==> src/rtl/tcp_tx_pkg.sv <==
// Shared definitions for the TCP transmit arbiter: FSM encoding and packet header layout.
package tcp_tx_pkg;

  typedef enum logic [1:0] {
    StIdle = 2'd0,
    StHdr  = 2'd1,
    StPay  = 2'd2,
    StDisc = 2'd3
  } state_e;

  // Header is sync byte, channel id, payload length, sequence number.
  localparam int unsigned HdrLen = 4;

  localparam logic [1:0] HdrIdxSync = 2'd0;
  localparam logic [1:0] HdrIdxChan = 2'd1;
  localparam logic [1:0] HdrIdxLen  = 2'd2;
  localparam logic [1:0] HdrIdxSeq  = 2'd3;

endpackage

==> src/rtl/rr_arbiter.sv <==
// Combinational round-robin pick: first requester after the last grant, wrapping at N_CH.
module rr_arbiter #(
  parameter int unsigned N_CH = 4
) (
  input  logic [N_CH-1:0] req_i,
  input  logic [3:0]      last_i,
  output logic [3:0]      grant_o,
  output logic            valid_o
);

  logic [15:0] req_ext;

  assign req_ext = 16'(req_i);

  // Rotate the priority so the channel right after last_i is searched first.
  always_comb begin
    int unsigned idx;
    idx     = 0;
    grant_o = '0;
    valid_o = 1'b0;
    for (int unsigned off = 1; off <= N_CH; off++) begin
      idx = 32'(last_i) + off;
      if (idx >= N_CH) idx = idx - N_CH;
      if (!valid_o && req_ext[idx[3:0]]) begin
        grant_o = idx[3:0];
        valid_o = 1'b1;
      end
    end
  end

endmodule

==> src/rtl/tcp_tx_arbiter.sv <==
// Round-robin packetiser sharing the SiTCP TX FIFO write port among N_CH producers.
// Each grant emits a 4-byte header then LEN payload bytes; payload is flushed on link loss.
module tcp_tx_arbiter
  import tcp_tx_pkg::*;
#(
  parameter int unsigned N_CH     = 4,
  parameter logic [7:0]  HDR_BYTE = 8'hA5
) (
  input  logic              CLK_200M,
  input  logic              SYS_RSTn,
  input  logic              LINK_UP,
  input  logic              FIFO_AFULL,
  input  logic [N_CH-1:0]   CH_REQ,
  input  logic [8*N_CH-1:0] CH_LEN,
  input  logic [8*N_CH-1:0] CH_DATA,
  output logic [N_CH-1:0]   CH_RD,
  output logic [7:0]        TX_DATA,
  output logic              TX_EN,
  output logic [3:0]        GRANT_ID,
  output logic              BUSY,
  output logic [7:0]        SEQ,
  output logic [15:0]       DROP_CNT
);

  state_e      state_q, state_d;
  logic [3:0]  g_q, g_d;
  logic [3:0]  rr_q, rr_d;
  logic [7:0]  len_q, len_d;
  logic [7:0]  seq_q, seq_d;
  logic [7:0]  tx_data_q, tx_data_d;
  logic        tx_en_q, tx_en_d;
  logic [1:0]  hdr_idx_q, hdr_idx_d;
  logic [15:0] drop_q, drop_d;
  logic [3:0]  arb_grant;
  logic        arb_valid;
  logic        pop;

  // 16-entry views so a 4-bit channel index always selects in range.
  logic [7:0] len_arr  [16];
  logic [7:0] data_arr [16];

  for (genvar i = 0; i < 16; i++) begin : g_unpack
    if (i < N_CH) begin : g_used
      assign len_arr[i]  = CH_LEN[8*i +: 8];
      assign data_arr[i] = CH_DATA[8*i +: 8];
    end else begin : g_unused
      assign len_arr[i]  = 8'h00;
      assign data_arr[i] = 8'h00;
    end
  end

  rr_arbiter #(
    .N_CH (N_CH)
  ) u_rr_arbiter (
    .req_i   (CH_REQ),
    .last_i  (rr_q),
    .grant_o (arb_grant),
    .valid_o (arb_valid)
  );

  // State and datapath registers; rr starts at N_CH-1 so channel 0 wins first.
  always_ff @(posedge CLK_200M or negedge SYS_RSTn) begin
    if (!SYS_RSTn) begin
      state_q   <= StIdle;
      g_q       <= '0;
      rr_q      <= 4'(N_CH - 1);
      len_q     <= '0;
      seq_q     <= '0;
      tx_data_q <= '0;
      tx_en_q   <= 1'b0;
      hdr_idx_q <= HdrIdxSync;
      drop_q    <= '0;
    end else begin
      state_q   <= state_d;
      g_q       <= g_d;
      rr_q      <= rr_d;
      len_q     <= len_d;
      seq_q     <= seq_d;
      tx_data_q <= tx_data_d;
      tx_en_q   <= tx_en_d;
      hdr_idx_q <= hdr_idx_d;
      drop_q    <= drop_d;
    end
  end

  // Next-state: grant, header emission, payload copy and discard flush.
  always_comb begin
    state_d   = state_q;
    g_d       = g_q;
    rr_d      = rr_q;
    len_d     = len_q;
    seq_d     = seq_q;
    tx_data_d = tx_data_q;
    tx_en_d   = 1'b0;
    hdr_idx_d = hdr_idx_q;
    drop_d    = drop_q;
    case (state_q)
      StIdle: begin
        if (LINK_UP && arb_valid) begin
          g_d       = arb_grant;
          len_d     = len_arr[arb_grant];
          hdr_idx_d = HdrIdxSync;
          state_d   = StHdr;
        end
      end
      StHdr: begin
        // Abort leaves SEQ and rr untouched so the same request is served again.
        if (!LINK_UP) begin
          state_d = StIdle;
        end else if (!FIFO_AFULL) begin
          tx_en_d = 1'b1;
          unique case (hdr_idx_q)
            HdrIdxSync: tx_data_d = HDR_BYTE;
            HdrIdxChan: tx_data_d = {4'b0000, g_q};
            HdrIdxLen:  tx_data_d = len_q;
            HdrIdxSeq:  tx_data_d = seq_q;
          endcase
          hdr_idx_d = 2'(hdr_idx_q + 2'd1);
          if (hdr_idx_q == 2'(HdrLen - 1)) begin
            seq_d = seq_q + 8'd1;
            if (len_q == 8'd0) begin
              state_d = StIdle;
              rr_d    = g_q;
            end else begin
              state_d = StPay;
            end
          end
        end
      end
      StPay: begin
        if (!LINK_UP) begin
          state_d = StDisc;
        end else if (!FIFO_AFULL) begin
          tx_en_d   = 1'b1;
          tx_data_d = data_arr[g_q];
          len_d     = len_q - 8'd1;
          if (len_q == 8'd1) begin
            state_d = StIdle;
            rr_d    = g_q;
          end
        end
      end
      StDisc: begin
        len_d = len_q - 8'd1;
        if (len_q == 8'd1) begin
          drop_d  = (drop_q == 16'hFFFF) ? drop_q : drop_q + 16'd1;
          state_d = StIdle;
          rr_d    = g_q;
        end
      end
      default: state_d = StIdle;
    endcase
  end

  // Outputs: pop strobe to the granted producer and the busy flag.
  always_comb begin
    case (state_q)
      StPay:   pop = LINK_UP && !FIFO_AFULL;
      StDisc:  pop = 1'b1;
      default: pop = 1'b0;
    endcase
    BUSY = (state_q != StIdle);
    for (int i = 0; i < N_CH; i++) begin
      CH_RD[i] = pop && (g_q == 4'(i));
    end
  end

  assign TX_DATA  = tx_data_q;
  assign TX_EN    = tx_en_q;
  assign GRANT_ID = g_q;
  assign SEQ      = seq_q;
  assign DROP_CNT = drop_q;

endmodule

==> config.mk <==
export PLATFORM = sky130hd
export DESIGN_NAME = tcp_tx_arbiter
export DESIGN_NICKNAME = d
export VERILOG_FILES = /design/src/rtl/tcp_tx_pkg.sv /design/src/rtl/rr_arbiter.sv /design/src/rtl/tcp_tx_arbiter.sv
export SDC_FILE = /design/constraint.sdc
export NUM_CORES = 1
export LEC_CHECK = 0
export CAP_MARGIN = 20
export CORE_MARGIN = 2
export CORE_UTILIZATION = 40
export DETAILED_ROUTE_END_ITERATION = 6
export HOLD_SLACK_MARGIN = 0.05
export PLACE_DENSITY = 0.65
export SYNTH_ARGS = -nofsm -noshare
export SYNTH_HDL_FRONTEND = slang
export SYNTH_SLANG_ARGS = --single-unit
==> constraint.sdc <==
create_clock -name CLK_200M -period 4.35 [get_ports CLK_200M]
set_clock_uncertainty 0.1 [all_clocks]
set_input_delay 1.0875 -clock CLK_200M [delete_from_list [all_inputs] [get_ports CLK_200M]]
set_output_delay 1.0875 -clock CLK_200M [all_outputs]
set_load 0.03 [all_outputs]
==> summary.md, run 1 <==
| Metric | Value |
|---|---|
| Unrepaired setup endpoints after global routing | `false` |
| Commonest non-fill, non-tap cell in the layout | `clkdlybuf4s50_1` |
| Via density | `5.41` |
| H-tree depth | `2` |
| Worst skew pair latency | `0.30 ns` |
| Setup crit start kind | `primary input` |
| Share of layout cells above drive strength 1 | `0.102` |
| Routability cong. | `0.845` |
| Synthesized flop and latch total | `53` |
| Post-synthesis cell type count | `67` |
| Area grow syn2layout | `34.6%` |
| Drt drc | `0` |
| Clk slew on worst S/H paths | `0.10 ns` |
| Syn_area_per_cell | `9.34 µm²` |
| Diode count | `0` |
| Cell family with most CP delay | `buffers and inverters` |
| Post-Synthesis Cell Area | `3990 µm²` |
| Leakage | `2.30 nW` |
| CTS resizes | `0` |
| Setup Fix Bufs, Post-CTS | `0` |
| CORE AREA | `9730 µm²` |
| HPWL after DPL | `8200 µm` |
| Row Count | `36` |
| CP Data Arrival Time | `2.84 ns` |
| Setup ws final | `0.325 ns` |
| Number of port buffers | `113` |
| EDFF count, synth | `0` |
| Die Area | `10800 µm²` |
| Register cell area after layout | `1330 µm²` |
| Top cell type's share of synthesized area | `0.320` |
| Final hold violation count | `0` |
| Setup-failing EPs final | `0` |
| Synth Net Count | `525` |
| Register area share after synthesis | `0.333` |
| Post-route clock period utilization | `0.925` |
| Synth Flop Type | `dfrtp_1` |
| Slowest cell on crit path | `clkdlybuf4s50_1` |
| Die height | `104 µm` |
| CTS tree | `yes` |
| Relative slew margins | `0.384` |
| Worst-Margin Slew | `0.923 ns` |
| Initial DRC count | `212` |
| Synth Instances | `427` |
| Critical path endpoint category | `output port` |
| Post-CTS Hold Buffers | `0` |
| Drt first pass iters | `5` |
| Post-synth ARST share | `1.00` |
| Clock root cell | `clkbuf_8` |
| Status | `completed` |
| Hold WC Path Type | `reg -> reg` |
| Max Transition Viols Final | `0` |
| Max Freq | `0.248 GHz` |
| Fin nets | `634` |
| Pin count of the biggest net entering global routing | `48` |
| Initial antenna violation count | `0` |
| Vias in the first global route | `3596` |
| Peak supply drop | `118 µV` |
| Final setup TNS | `0 ns` |
| Crit path time final | `4.02 ns` |
| Kind of critical path | `in -> out` |
| Multi-input gate area | `2490 µm²` |
| CTS Buffer Depth | `2` |
| DP Worst Slack | `0.379 ns` |
| Critical path's largest stage delay | `0.54 ns` |
| Total gr overflow | `0` |
| Pwr dens | `187 nW/µm²` |
| Routed wire per std cell | `15.7 µm` |
| Routed Wire Length | `10500 µm` |
| Top post-synthesis cells by area | `dfrtp_1 (32%), ha_1 (8.2%), mux4_2 (5.1%)` |
| Die width | `104 µm` |
| Max Cap Viol | `0` |
| Util after Layout | `0.551` |
| Layout fillers | `915` |
| CTS buffer count | `5` |
| Initial Util | `0.410` |
| Worst path bufs/invs | `3` |
| Sinks on the clock net | `53` |
| Cells along the critical path | `clkdlybuf4s50_1 > inv_1 > nor2_1 > a21oi_1 > nor3_1 > nor3b_1 > buf_4` |
| Total GRT Usage | `0.195` |
| Top Ports | `114` |
| First-pass GRT wire length | `17500 µm` |
| CP Max Fanout | `5` |
| Yosys warns | `0` |
| Antenna-violating nets left | `0` |
| Routed vias | `3627` |
| Synth area leader | `dfrtp_1` |
| Most frequent cells in the layout | `clkdlybuf4s50_1 (108), dfrtp_1 (51), nand2_1 (47)` |
| CP required | `3.16 ns` |
[Yosys cell counts, drive strengths merged (3+ instances only)]
master	n
dfrtp	51
nand2	48
o21ai	34
a21oi	27
ha	26
nor2	23
inv	19
mux2i	17
xnor2	16
clkbuf	14
nand3	14
nor3	12
xor2	11
mux4	10
and3	8
mux2	7
nand4	6
and2	5
buf	5
a221oi	4
a22o	4
a22oi	4
a31oi	4
nand2b	4
nand3b	4
nor2b	4
nor3b	4
a32oi	3
o211ai	3
o31ai	3
or2	3
or3	3
[area by class of cell]
cell class                 count  share of cell area
multi-input combinational    336               0.464
sequential                    53               0.248
timing repair buffer         121               0.222
tap                          133              0.0310
clock buffer                   6              0.0154
inverter                      19              0.0133
clock inverter                 2             0.00700
[kinds of logic (layout without fill, tap and decap cells)]
kind of cell	after synthesis	after routing	share of synthesized area
flip-flops	53	53	0.333
buffers and inverters	38	148	0.0424
adder cells (fa/ha/maj)	26	26	0.0816
multiplexers	34	34	0.121
AO/OA/AOI/OAI	105	105	0.176
XOR/XNOR	27	27	0.0612
AND/OR/NAND/NOR	144	144	0.184
[worst paths after layout]
kind	slack [ns]	endpoint	start	cells past startpoint
max	0.33	CH_RD[0]	LINK_UP	7
min	0.39	TX_DATA[5]$_DFFE_PN0P_	TX_DATA[5]$_DFFE_PN0P_	2
min in group asynchronous	0.62	TX_DATA[4]$_DFFE_PN0P_	SYS_RSTn	1
max in group asynchronous	2.95	rr_q[0]$_DFFE_PN1P_	SYS_RSTn	2
min reg2reg	0.39	TX_DATA[5]$_DFFE_PN0P_	TX_DATA[5]$_DFFE_PN0P_	2
max reg2reg	0.50	len_q[1]$_DFFE_PN0P_	rr_q[0]$_DFFE_PN1P_	9
[tightest hold or removal path, stage by stage, from the launching register on]
cell and delay (ns):
dfrtp_1 0.35, nand2_1 0.05, o21ai_0 0.06
[report_power, final]
group / total [W] / switching (W) / internal, W
Sequential: 0.000509 / 0.0000109 / 0.000498
Clock: 0.000347 / 0.000160 / 0.000187
Combinational: 0.000148 / 0.0000536 / 0.0000948
[layer usage]
metal / wire (µm) / part of all wire / GRT usage
met3: 677 / 0.064 / 0.0390
met5: 0 / 0 / 0
met2: 4960 / 0.47 / 0.323
met1: 4780 / 0.45 / 0.265
met4: 123 / 0.012 / 0.0425
[flip-flops by register name (all words and copies together) (netlist names)]
register and cells:
TX_EN 1, TX_DATA 8, state_q 2, DROP_CNT 16
len_q 8, rr_q 4, SEQ 8, hdr_idx_q 2
GRANT_ID 4
[stage by stage]
stage	hold slack, ns	instances	instance area, µm²	total power [W]
4_1_cts	0.396	669	5340	0.00102
2_1_floorplan	0.397	427	3990	0.000570
3_3_place_gp	0.362	661	5220	0.000663
5_1_grt	0.412	670	5360	0.00106
6_report	0.390	670	5360	0.00100
3_5_place_dp	0.372	661	5220	0.000666
Note: power is estimated with default switching activity, not from simulation.
==> inputs of run 2 (changes only) <==
--- a/config.mk
+++ b/config.mk
@@ -9,7 +9,7 @@
 export CORE_MARGIN = 2
 export CORE_UTILIZATION = 40
 export DETAILED_ROUTE_END_ITERATION = 6
-export HOLD_SLACK_MARGIN = 0.05
+export HOLD_SLACK_MARGIN = 0.08
 export PLACE_DENSITY = 0.65
 export SYNTH_ARGS = -nofsm -noshare
 export SYNTH_HDL_FRONTEND = slang
==> results of run 2 <==
Final layout, timing and power as in run 1 (identical DEF).
==> variant 1: new RTL, flow settings as in run 1 <==
The 4 states of `state_e` get a one-hot encoding in 4 bits.
--- a/src/rtl/tcp_tx_pkg.sv
+++ b/src/rtl/tcp_tx_pkg.sv
@@ -2,9 +2,9 @@
 package tcp_tx_pkg;
 
-  typedef enum logic [1:0] {
-    StIdle = 2'd0,
-    StHdr  = 2'd1,
-    StPay  = 2'd2,
-    StDisc = 2'd3
+  typedef enum logic [3:0] {
+    StIdle = 4'b0001,
+    StHdr  = 4'b0010,
+    StPay  = 4'b0100,
+    StDisc = 4'b1000
   } state_e;
 
Formal check against the unedited RTL: same outputs for any inputs over 4 cycles, from zero or initial values and one cycle with SYS_RSTn low; so few cycles prove little.
==> variant 1 against run 1 <==
Design area rose by 2.2%. Core utilization increased by 0.69 points. Routed wire length shrank 1.6%. Sequential cell count increased by 2. Non-clock buffer count is 5 higher. Setup slack worse by 83 ps. Synthesized area is 2.2% higher. Sequential power grew 7.3%. Total power up 6.3%. Largest cell class unchanged. Largest power group unchanged.
==> variant 1: results (changes against run 1) <==
- Multi-input combinational area share: 45.6% (-0.77 points)
- Synth Area in XOR/XNOR: 6.18% (+0.055 points)
- CP Max Fanout: 3 (-2)
- Largest register FFs: 16 (unchanged)
- Mapped Avg Cell Area: 9.84 um2 (+5.4%)
- Register area share after synthesis: 33.9% (+0.55 points)
- Initial antenna violation count: 0 (unchanged)
- DR pass1 iterations: 4 (-1)
- Number of clock buffers in the layout: 6 (unchanged)
- Reg2reg start: rr_q[1]
- Top cells by area, synth: dfrtp_1 32%, ha_1 7.1%, mux4_2 5.5%
- Clock buffers and inverters, area share: 2.15% (-0.094 points)
- H-tree depth: 2 (unchanged)
- Pins Over Slew Limit: 0 (unchanged)
- GR Util All Layers: 19.4% (-0.14 points)
- Fillers: 937 (+2.4%)
- Clock Power Share: 32.7% (-1.9 points)
- Largest net degree at the start of global routing: 39 (-19%)
- Synth unique cells: 78 (+16%)
- Run status: finished, final reports clean
- Post-DP Area: 5360 um2 (+2.6%)
- Comb_multi_in: 321 (-4.5%)
- DP Worst Slack: 3.35 ps (-375 ps)
- Commonest cells in the netlist: 52 x dfrtp_1, 40 x nand2_1, 23 x ha_1, 23 x nor2_1, 22 x inv_1
- Data buffer area share: 22.4% (+0.21 points)
- WL final: 10400 um (-1.6%)
- Leakage power: 2.43 nW (+5.5%)
- Fraction of layout cells with a size suffix above 1: 12.9% (+2.7 points)
- Mux share of post-synthesis cell area: 10.7% (-1.4 points)
- CTS resizes: 2 (+2)
- Signal buffers: 126 (+4.1%)
- GP Congestion: 0.922 (+9.2%)
- Clock Tree Buf Depth: 2 (unchanged)
- Psw: 0.000252 W (+12%)
- Fin cells: 667 (-0.45%)
- Post-synthesis adder-cell area fraction: 7.07% (-1.1 points)
- Compound-gate portion of the synthesized area: 19.0% (+1.4 points)
- DRT iter0 DRCs: 144 (-32%)
- Vias in the first global route: 3688 (+2.6%)
- Synthesized net count: 509 (-3.0%)
- Sw frac: 23.6% (+1.3 points)
- Register area: 1380 um2 (+3.9%)
- Non-CTS inverters: 24 (+5)
- Nets: 628 (-0.95%)
- Ys async rst share: 100% (unchanged)
- DP Cell Count: 659 (-0.30%)
- Slowest library cell on the worst path: clkdlybuf4s50_1
- #FFs+latches synth: 55 (+3.8%)
- Via count: 3635 (+0.22%)
- Worst path max stage delay: 510 ps (-30 ps)
- First-pass GRT wire length: 17600 um (+0.39%)
- Pwr/cell area: 195 nW/um2 (+4.0%)
- DP HPWL: 8200 um (about the same)
- Min-delay src: DROP_CNT[4]
- Crit path from: LINK_UP
- Seq. pwr: 0.000546 W (+7.3%)
- Worst slew margin: 44.5% (+6.1 points)
- VDD IR-drop max: 140 uV (+18%)
- Critical Path AT: 2920 ps (+80 ps)
==> variant 1: cell types whose count changed in the layout (fill, tap and decap cells not counted), moves of 4 or more <==
cell / run 1 / this run
a21oi_1: 26 / 14
a22o_1: 4 / 0
inv_1: 17 / 22
mux2_2: 6 / 2
nand2_1: 47 / 40
o21a_1: 0 / 8
o21ai_0: 32 / 16
o221ai_1: 0 / 4
o22ai_1: 1 / 5
==> variant 1: metal layers <==
metal  vias up  track usage [%]  part of all wire (%)
met2       120             32.6                    47
met3         9             4.12                   6.9
met5         -                0                     0
li1       1768                -                     -
met4         0             4.19                   1.0
met1      1738             25.6                    45
==> variant 1: final timing paths <==
check | to | slack (ps) | cells after the start
setup / recovery | CH_RD[2] | 240 | 9
hold / removal | DROP_CNT[4] | 400 | 1
setup reg to reg | len_q[4] | 710 | 14
hold reg to reg | DROP_CNT[4] | 400 | 1
max in group asynchronous | rr_q[0] | 2560 | 2
min in group asynchronous | len_q[5] | 770 | 1
==> variant 2: new RTL, settings of run 1 <==
Made on the original files. `N_CH` is set to 4 in 2 places; all go to 2.
--- a/src/rtl/rr_arbiter.sv
+++ b/src/rtl/rr_arbiter.sv
@@ -1,5 +1,5 @@
 // Combinational round-robin pick: first requester after the last grant, wrapping at N_CH.
 module rr_arbiter #(
-  parameter int unsigned N_CH = 4
+  parameter int unsigned N_CH = 2
 ) (
   input  logic [N_CH-1:0] req_i,
--- a/src/rtl/tcp_tx_arbiter.sv
+++ b/src/rtl/tcp_tx_arbiter.sv
@@ -4,5 +4,5 @@
   import tcp_tx_pkg::*;
 #(
-  parameter int unsigned N_CH     = 4,
+  parameter int unsigned N_CH     = 2,
   parameter logic [7:0]  HDR_BYTE = 8'hA5
 ) (
Interface: changed (resized CH_DATA, CH_LEN, CH_RD and CH_REQ); port bits go from 114 to 78. No check against the original RTL was run, so the function may have changed too.
==> variant 2 against run 1 <==
Critical path type unchanged. Sequential cell count stayed put. Via count fell by 19%. Core utilization down 2.3 points. Count of clock-buffer cells in the layout grew 1. Critical path depth stayed put. Design area is 19% lower. Setup slack improved by 310 ps. Final cell count down 20%. Synthesized area decreased by 15%. Routed wire length down 20%.
Power is not compared: it rests on default switching activity, and its combinational part moved more than twofold at a synthesized area within 25%.
==> variant 2: results (changes against run 1) <==
- Run status: finished, final reports clean
- Worst path max stage delay: 610 ps (+70 ps)
- Synth Area in XOR/XNOR: 6.20% (+0.079 points)
- Post-DR vias/cell: 5.52 (+2.0%)
- Ant. Diodes: 0 (unchanged)
- Top cells by area, synth: dfrtp_1 38%, ha_1 7.0%, mux2i_1 4.7%
- Nets: 486 (-23%)
- DRT iter0 DRCs: 202 (-4.7%)
- Avg WL per Cell: 15.8 um (+0.41%)
- GP Congestion: 0.868 (+2.8%)
- Post-synthesis adder-cell area fraction: 7.01% (-1.1 points)
- Fraction of layout cells with a size suffix above 1: 8.60% (-1.6 points)
- Register area share after synthesis: 39.2% (+5.8 points)
- Port Buf Inserts: 77 (-32%)
- Largest net degree at the start of global routing: 30 (-38%)
- CP Max Fanout: 9 (+4)
- Least-Margin Pin Slew: 994 ps (+71.0 ps)
- Synthesized net count: 412 (-22%)
- M3 GR Usage: 4.07% (+0.17 points)
- GR Util All Layers: 19.1% (-0.39 points)
- Fillers: 784 (-14%)
- Vias in the first global route: 2866 (-20%)
- First-pass GRT wire length: 13900 um (-21%)
- Grt met2 use: 31.2% (-1.1 points)
- Synth unique cells: 60 (-10%)
- Commonest cells in the netlist: 52 x dfrtp_1, 41 x nand2_1, 29 x o21ai_0
- Critical Path AT: 2530 ps (-310 ps)
- Met1 Track Usage GR: 26.0% (-0.50 points)
variant 2: stage by stage:
step | instance area, um2 | util [%] | power (W) | setup slack (ps) | instances
2_1_floorplan | 3390 | - | 0.00146 | 1140 | 355
3_3_place_gp | 4240 | 51.6 | 0.00174 | 676 | 527
3_5_place_dp | 4240 | 51.6 | 0.00177 | 637 | 527
4_1_cts | 4340 | 52.9 | 0.00208 | 632 | 535
5_1_grt | 4340 | 52.9 | 0.00222 | 529 | 535
6_report | 4340 | 52.9 | 0.00207 | 634 | 535
variant 2: final timing paths:
| kind | end | cells past startpoint | slack [ps] | from |
|---|---|---|---|---|
| max in group asynchronous | rr_q[0] | 2 | 2680 | SYS_RSTn |
| min in group asynchronous | TX_DATA[7] | 1 | 650 | SYS_RSTn |
| hold / removal | TX_DATA[0] | 2 | 390 | TX_DATA[0] |
| hold reg to reg | TX_DATA[0] | 2 | 390 | TX_DATA[0] |
| setup / recovery | CH_RD[0] | 7 | 630 | LINK_UP |
| setup reg to reg | len_q[6] | 11 | 880 | rr_q[0] |
variant 2: power by group through the flow:
stage | Combinational [W] | Sequential (W) | Clock [W]
CTS | 0.00101 | 0.000748 | 0.000317
finish | 0.00101 | 0.000747 | 0.000305
detailed placement | 0.00101 | 0.000757 | 0
global placement | 0.000989 | 0.000755 | 0
floorplan | 0.000689 | 0.000766 | 0
global route | 0.00113 | 0.000765 | 0.000333
variant 2: layer usage:
metal	share of wire, %	vias up	routed length [um]
li1	-	1426	-
met1	46	1405	3850
met2	45	112	3820
met4	1.5	0	124
met5	0	-	0
met3	7.8	12	655
variant 2: logic make-up after synthesis:
logic type / after synthesis
AOI/OAI and AO/OA: 86
xor gates and xnor gates: 24
adders and majority gates: 19
buffers and inverters: 26
DFF: 53
muxes: 23
and+or+nand+nor: 124
variant 2: cell type report:
cell class,count,area [um2],area share (%)
clock buffer,7,96.3,2.22
clock inverter,1,5.00,0.115
inverter,14,52.6,1.21
multi-input combinational,276,1950,45.0
sequential,53,1330,30.6
tap,105,131,3.03
timing repair buffer,79,776,17.9
variant 2: worst min-delay path: cells and delay by family (launching register included):
family / cells / cell delay, ps
DFF: 1 / 350
AOI/OAI and AO/OA: 1 / 60
and+or+nand+nor: 1 / 50
